--- config.mk ---
export PLATFORM = sky130hd
export DESIGN_NAME = mac_pipe_acc
export DESIGN_NICKNAME = d
export VERILOG_FILES = /design/src/rtl/mac_pipe_acc.sv
export SDC_FILE = /design/constraint.sdc
export NUM_CORES = 1
export LEC_CHECK = 0
export ABC_AREA = 1
export CORE_MARGIN = 5
export CORE_UTILIZATION = 25
export DETAILED_ROUTE_END_ITERATION = 16
export DONT_BUFFER_PORTS = 1
export RECOVER_POWER = 25
export SYNTH_ARGS = -nofsm -noshare
export SYNTH_HDL_FRONTEND = slang
export SYNTH_SLANG_ARGS = --single-unit
--- constraint.sdc ---
create_clock -name clk -period 2.6 [get_ports clk]
set_clock_uncertainty 0.1 [all_clocks]
set_input_delay 0.65 -clock clk [delete_from_list [all_inputs] [get_ports clk]]
set_output_delay 0.65 -clock clk [all_outputs]
set_load 0.05 [all_outputs]
--- src/rtl/mac_pipe_acc.sv ---
// mac_pipe_acc: two-stage multiply-accumulate.
// Stage 1 registers the extended product a*b with cin/clr/valid.
// Stage 2 adds it to (or loads it into) the accumulator, with
// carry/overflow detection and optional saturation.
module mac_pipe_acc #(
    parameter int DATA_W   = 8,
    parameter int ACC_W    = 24,
    parameter int SIGNED   = 0,
    parameter int SATURATE = 0
) (
    input  logic              clk,
    input  logic              rst,
    input  logic              in_valid,
    input  logic              clr,
    input  logic [DATA_W-1:0] a,
    input  logic [DATA_W-1:0] b,
    input  logic              cin,
    output logic [ACC_W-1:0]  out,
    output logic              out_valid,
    output logic              cout,
    output logic              ovf
);

    if (ACC_W < 2 * DATA_W) begin : g_bad_acc_w
        $error("mac_pipe_acc: ACC_W must be at least 2*DATA_W");
    end

    // Operands are extended to ACC_W before multiplying; since the true
    // product fits in 2*DATA_W <= ACC_W bits, the low ACC_W bits of the
    // wide product are exactly the sign/zero-extended product.
    logic             a_ext_bit;
    logic             b_ext_bit;
    logic [ACC_W-1:0] a_ext;
    logic [ACC_W-1:0] b_ext;
    logic [ACC_W-1:0] prod_next;

    // Operand extension and product
    always_comb begin
        a_ext_bit = (SIGNED != 0) ? a[DATA_W-1] : 1'b0;
        b_ext_bit = (SIGNED != 0) ? b[DATA_W-1] : 1'b0;
        a_ext     = {{(ACC_W - DATA_W){a_ext_bit}}, a};
        b_ext     = {{(ACC_W - DATA_W){b_ext_bit}}, b};
        prod_next = a_ext * b_ext;
    end

    logic [ACC_W-1:0] prod_s1;
    logic             cin_s1;
    logic             clr_s1;
    logic             valid_s1;

    // Stage 1: capture product and control on accepted items
    always_ff @(posedge clk or posedge rst) begin
        if (rst) begin
            prod_s1  <= '0;
            cin_s1   <= 1'b0;
            clr_s1   <= 1'b0;
            valid_s1 <= 1'b0;
        end else begin
            valid_s1 <= in_valid;
            if (in_valid) begin
                prod_s1 <= prod_next;
                cin_s1  <= cin;
                clr_s1  <= clr;
            end
        end
    end

    logic [ACC_W-1:0] base;
    logic [ACC_W:0]   sum;
    logic             flag;
    logic [ACC_W-1:0] sat_val;
    logic [ACC_W-1:0] acc_next;

    // Stage 2 datapath: add, detect overflow, optionally clamp
    always_comb begin
        base = clr_s1 ? '0 : out;
        sum  = {1'b0, base} + {1'b0, prod_s1} + {{ACC_W{1'b0}}, cin_s1};
        if (SIGNED != 0) begin
            flag = (base[ACC_W-1] == prod_s1[ACC_W-1]) &&
                   (sum[ACC_W-1] != base[ACC_W-1]);
            // Overflow direction follows the common sign of the addends
            sat_val = base[ACC_W-1] ? {1'b1, {(ACC_W-1){1'b0}}}
                                    : {1'b0, {(ACC_W-1){1'b1}}};
        end else begin
            flag    = sum[ACC_W];
            sat_val = '1;
        end
        acc_next = (SATURATE != 0 && flag) ? sat_val : sum[ACC_W-1:0];
    end

    // Stage 2: accumulator and status registers
    always_ff @(posedge clk or posedge rst) begin
        if (rst) begin
            out       <= '0;
            out_valid <= 1'b0;
            cout      <= 1'b0;
            ovf       <= 1'b0;
        end else begin
            out_valid <= valid_s1;
            if (valid_s1) begin
                out  <= acc_next;
                cout <= flag;
                ovf  <= clr_s1 ? flag : (ovf | flag);
            end
        end
    end

endmodule

==> impl_metrics.ini, run 1 <==
[run_status]
status = finished with violations
violations = negative setup slack

[routing]
wl_met3_um = 572
wl_met1_mm = 6.567
drc = 0
antenna_left = 0
initialDrtViolationCount = 192
wl_met2_mm = 5.970
vias = 4640
top_layer = met4
post_drt_wl_per_cell_um = 12.22
via_per_inst = 4.269
wirelength_mm = 13.29
firstDrtPassIters = 4

[logic_synthesis]
synthAdderAreaFrac_pct = 25.82
syn_avg_cell_area_um2 = 6.867
syn_inst = 789
synth_top_family_by_area = simple AND/OR/NAND/NOR gates
synth_xor_xnor_area_share_pct = 1.455
synthMuxAreaShare_pct = 0
yosysUniqueCellTypes = 40
synth_compound_area_share_pct = 6.420
ys_warn_count = 0
synthSimpleGateAreaFrac_pct = 30.65
synthesis.area_um2 = 5418
syn_nets = 899
ys_ff_latch = 46
synth_seq_area_share_pct = 21.25

[sta]
relSlewSlack_pct = 17.52
rsz0062_at_grt = true
slew_violations = 0
max_clock_freq_ghz = 0.2749
layout_setup_ws_ns = -1.038
worst_slew_pin_slew_ns = 1.237
period_share_pct = 139.9
period_needed_ns = 3.638
finalHoldViolations = 0
hold_slack_ns = 0.2941
setup_viol = 12

[pwr]
p_per_area_nw_per_um2 = 996.1
ir_worst_vdd_v = 0.0004151
p_leak_nw = 3.559

[cells_and_area]
fin_util_pct = 31.36
finalNonFillerCells = 1087
num-fill-cells = 2282
insertedDiodeCount = 0
fin_nets = 921
layout_common_cells = nand2_1 (213), inv_1 (143), nor2_1 (47)
final_area_um2 = 6634
areaGrowthSynthToFinish_pct = 22.45
drive_above_1_share_pct = 21.55
final_common_cell = nand2_1

[placed_design]
place.gp.congestion = 0.8784
placed_area_um2 = 6176
dp_slack_ns = -1.365
dp_hpwl_mm = 11.12
io_buffers = 0
placed_cells = 1078

[global_route]
grt_pass1_vias = 4612
grt_max_degree = 29
grt_overflow_total = 0
grt_pass1_wl_mm = 22.62
antenna_found_initial = 0
grt_usage_pct = 11.11

[worst_setup_path]
crit_arrival_ns = 3.71
end_kind = flip-flop
cp_cell_sequence = nand2_8 > inv_4 > fa_1 > fa_1 > fa_1 > inv_1 > fa_1 > inv_2 > ha_4 > a21oi_4 > inv_2 > a21oi_2 > xor2_1 > o21ai_1
reg2reg_depth = 14
crit_path_max_fanout = 8
worstSetupStartpointType = input pin
cp_common_cell = fa_1
cp_slowest_cell = fa_1
worstPathRequired_ns = 2.67
crit_type = input pin to flip-flop
critical_path.max_stage_delay_ns = 0.56

[die]
start_util_pct = 25.61
core_area_um2 = 21150
fp.dieH_um = 157.2
die-width_um = 157.2
design.die.area_um2 = 24720
io_pins = 48
rows = 53

[clock_tree]
clockBufferDepth = 2
path_clk_slew_ns = 0.07
h-tree-depth = 2
clk_latency_ns = 0.29
root_buffer = clkbuf_16
cts_hold_buf = 0
cts_buffers = 5
clock_sinks = 46
tritoncts = done

[hold_path]
worstHoldPathType = input pin to flip-flop
whs_path_depth = 0

[flow_run]
drv_cap = 0
## sequential cells by signal (all words and copies together), names as in the netlist
register   count
prod_s1       16
out_valid      1
valid_s1       1
cin_s1         1
cout           1
clr_s1         1
out           24
ovf            1
## worst max-delay path: cells and delay by family
kind                       cells  cell delay (ns)
adders and majority gates      5             2.23
AOI/OAI and AO/OA              3             0.41
xor gates and xnor gates       1             0.20
buffers and inverters          4             0.18
and+or+nand+nor                1             0.05
## per-stage QoR
step / TNS, ns / total power, mW
final: -9.890 / 6.608
after global routing: -11.44 / 7.201
after CTS: -9.698 / 6.429
after detailed placement: -13.80 / 5.433
after global placement: -13.41 / 5.386
after floorplan: -13.41 / 4.390
## layout make-up
cell class	instances	area (µm²)	area share, %
multi-input cells	541	3971	59.86
flip-flops and latches	46	1151	17.35
inverters	177	676.9	10.20
well taps	275	344.1	5.187
repair buffers	40	324.1	4.885
clock buffers	6	128.9	1.943
clock inverters	2	37.54	0.5658
## timing repair
action | in CTS | in global routing
setup endpoints to repair | 12 | 13
setup buffers | 2 | 0
resized for setup | 37 | 39
pin swaps | 23 | 35
## path summary, 6_finish.rpt
check / from / slack (ns) / to
max in group asynchronous: rst / 1.40 / prod_s1[12]
setup reg to reg: clr_s1 / 0.15 / out[16]
min in group asynchronous: rst / 0.37 / out[22]
hold / removal: in_valid / 0.29 / valid_s1
hold reg to reg: prod_s1[2] / 0.41 / prod_s1[2]
setup / recovery: a[4] / -1.04 / prod_s1[9]
## synthesized netlist by cell type, drive strengths merged
| cell type | number | area share [%] |
|---|---|---|
| nor2 | 60 | 4.6 |
| clkbuf | 19 | 1.3 |
| xnor2 | 7 | 1.1 |
| inv | 176 | 12 |
| o21ai | 35 | 3.4 |
| and2 | 1 | 0.12 |
| nand4 | 8 | 0.92 |
| nand2 | 247 | 18 |
| nor3b | 1 | 0.23 |
| clkinv | 1 | 0.069 |
| or2 | 1 | 0.12 |
| xor2 | 2 | 0.32 |
| nor3 | 5 | 0.65 |
| fa | 38 | 14 |
| dfrtp | 46 | 21 |
| ha | 51 | 12 |
| o21bai | 1 | 0.14 |
| o21a | 1 | 0.14 |
| nand3b | 6 | 0.83 |
| a31oi | 3 | 0.35 |
| a21oi | 23 | 2.2 |
| nor4 | 4 | 0.69 |
| buf | 6 | 0.69 |
| o22ai | 2 | 0.23 |
| nand3 | 45 | 4.9 |
## logic make-up (layout without fill, tap and decap cells)
| logic type | Yosys count | after routing |
|---|---|---|
| AO/OA/AOI/OAI | 65 | 65 |
| XOR/XNOR | 9 | 9 |
| flip-flops | 46 | 46 |
| adder cells (fa/ha/maj) | 89 | 89 |
| AND/OR/NAND/NOR | 378 | 378 |
| buffers and inverters | 202 | 225 |
## metal layers
layer	track usage, %	vias to the layer above
met5	0	-
met4	2.130	0
li1	-	2435
met2	18.40	71
met1	15.50	2124
met3	1.705	10
## power by group
| part | switching, mW | total, mW | internal, mW | leakage [nW] |
|---|---|---|---|---|
| sequential | 0.153 | 1.10 | 0.944 | 0.580 |
| combinational | 2.94 | 4.77 | 1.84 | 2.90 |
| clock | 0.284 | 0.739 | 0.454 | 0.0771 |
| total | 3.37 | 6.61 | 3.23 | 3.56 |
(Power assumes the default switching activity.)
==> inputs of run 2 (changes only) <==
--- a/config.mk
+++ b/config.mk
@@ -14,3 +14,4 @@
 export SYNTH_ARGS = -nofsm -noshare
 export SYNTH_HDL_FRONTEND = slang
 export SYNTH_SLANG_ARGS = --single-unit
+export TNS_END_PERCENT = 1
==> impl_metrics.ini, run 2 (synthesis gave the netlist of run 1 again) <==
[worst_setup_path]
crit_path_max_fanout = 8
cp_cell_sequence = nand2_1 > inv_1 > fa_1 > fa_1 > fa_1 > inv_1 > fa_1 > inv_2 > ha_4 > nand2_4 > nor2_2 > nand3_1 > nand3_1 > nand2_1 > nand3_1 > nand2_1
critical_path.max_stage_delay_ns = 0.51
startpoint = a[6]
r2r_start = clr_s1
cp_common_cell = fa_1
path_buf_inv = 3
worstPathRequired_ns = 2.68
critPathTopFamily = adder cells
crit_arrival_ns = 3.75
crit_type = input pin to flip-flop
end_kind = flip-flop
cp_slowest_cell = fa_1
worstSetupStartpointType = input pin

[sta]
setup_viol = 12
slew_violations = 0
layout_setup_ws_ns = -1.071
period_needed_ns = 3.671
worst_slew_pin_slew_ns = 1.141
period_share_pct = 141.2
max_clock_freq_ghz = 0.2724
relSlewSlack_pct = 23.91
finalHoldViolations = 0
timing.setup.tns_ns = -9.978
rsz0062_at_grt = true

[run_status]
violations = negative setup slack
status = finished with violations

[placed_design]
io_buffers = 0
place.gp.congestion = 0.8952
dp_hpwl_mm = 11.05
placed_cells = 1079

[routing]
wirelength_mm = 13.50
post_drt_wl_per_cell_um = 12.42
firstDrtPassIters = 4
drc = 0
via_per_inst = 4.286
initialDrtViolationCount = 239
vias = 4659
antenna_left = 0

[cells_and_area]
regMostFlops = out
final_common_cell = nand2_1
layout_common_cells = nand2_1 (223), inv_1 (159), nor2_1 (49)
drive_above_1_share_pct = 17.36
finalNonFillerCells = 1087
insertedDiodeCount = 0
fin_util_pct = 30.08
largestRegisters = out: 24 flops, prod_s1: 16 flops
areaGrowthSynthToFinish_pct = 17.46
largest_register_ffs = 24
fin_nets = 921

[clock_tree]
clk_latency_ns = 0.29
cts_hold_buf = 0
root_buffer = clkbuf_16
path_clk_slew_ns = 0.06
clock_sinks = 46
cts_buffers = 5
h-tree-depth = 2
clockBufferDepth = 2
tritoncts = done

[global_route]
antenna_found_initial = 0
grt_pass1_wl_mm = 23.85
grt_overflow_total = 0
grt_pass1_vias = 4874
grt_max_degree = 47
grt_usage_pct = 11.56

[pwr]
p_leak_nw = 3.513
ir_worst_vdd_v = 0.0003908
p_per_area_nw_per_um2 = 973.3
p_total_mw = 6.193

[hold_path]
worstHoldStart = in_valid
worstHoldPathType = input pin to flip-flop

[die]
start_util_pct = 25.61
core_area_um2 = 21150
io_pins = 48
design.die.area_um2 = 24720
fp.dieH_um = 157.2
rows = 53
die-width_um = 157.2

[flow_run]
drv_cap = 0
==> run 2: changes by cell type in the layout (fill, tap and decap cells not counted), moves of 4 or more <==
cell | before | now
inv_1 | 143 | 159
inv_2 | 30 | 16
nand2_1 | 213 | 223
buf_4 | 34 | 38
nand2_4 | 9 | 5
nand2_8 | 4 | 0
nand3_1 | 32 | 36
nand3_2 | 11 | 7
==> run 2: where the power goes <==
group	internal (mW)	switching, mW	total (mW)
Sequential	0.944	0.151	1.09
Combinational	1.68	2.75	4.43
Clock	0.382	0.290	0.672
Total	3.00	3.19	6.19
==> run 2: repair_timing <==
| action | 4_1_cts | 5_1_grt |
|---|---|---|
| setup buffers | 0 | 0 |
| endpoints found under the setup margin | 12 | 17 |
| pin swaps | 19 | 11 |
| gates resized for setup | 26 | 20 |
| gates cloned | 0 | 0 |
==> run 2: metrics by stage <==
step	area, µm²	setup slack [ns]	hold slack [ns]
after global routing	6364	-1.205	0.2847
after global placement	6076	-1.345	0.3811
after CTS	6315	-0.9960	0.1845
after detailed placement	6076	-1.356	0.3885
final	6364	-1.071	0.2954
after floorplan	5673	-1.340	0.2548
==> run 2: cell type report <==
type | instances | area (µm²)
Clock buffer | 6 | 138.9
Clock inverter | 2 | 12.51
Fill cell | 2286 | 14790
Inverter | 177 | 671.9
Multi-Input combinational cell | 541 | 3744
Sequential cell | 46 | 1151
Tap cell | 275 | 344.1
Timing Repair Buffer | 40 | 301.5
==> run 2: final timing paths <==
path                               endpoint  slack [ns]  depth (start not counted)
worst max register to register      out[16]        0.20                         14
worst min register to register   prod_s1[6]        0.40                          2
worst min-delay path               valid_s1        0.30                          0
max in group asynchronous            out[1]        1.20                          2
worst max-delay path            prod_s1[14]       -1.07                         16
min in group asynchronous               ovf        0.52                          2
==> run 2: per-layer routing <==
metal / share of wire, % / up-vias / track usage [%]
met2: 46 / 96 / 19.64
met4: 1.2 / 0 / 2.007
met1: 48 / 2112 / 15.85
li1: - / 2436 / -
met5: 0 / - / 0
met3: 4.7 / 15 / 1.705
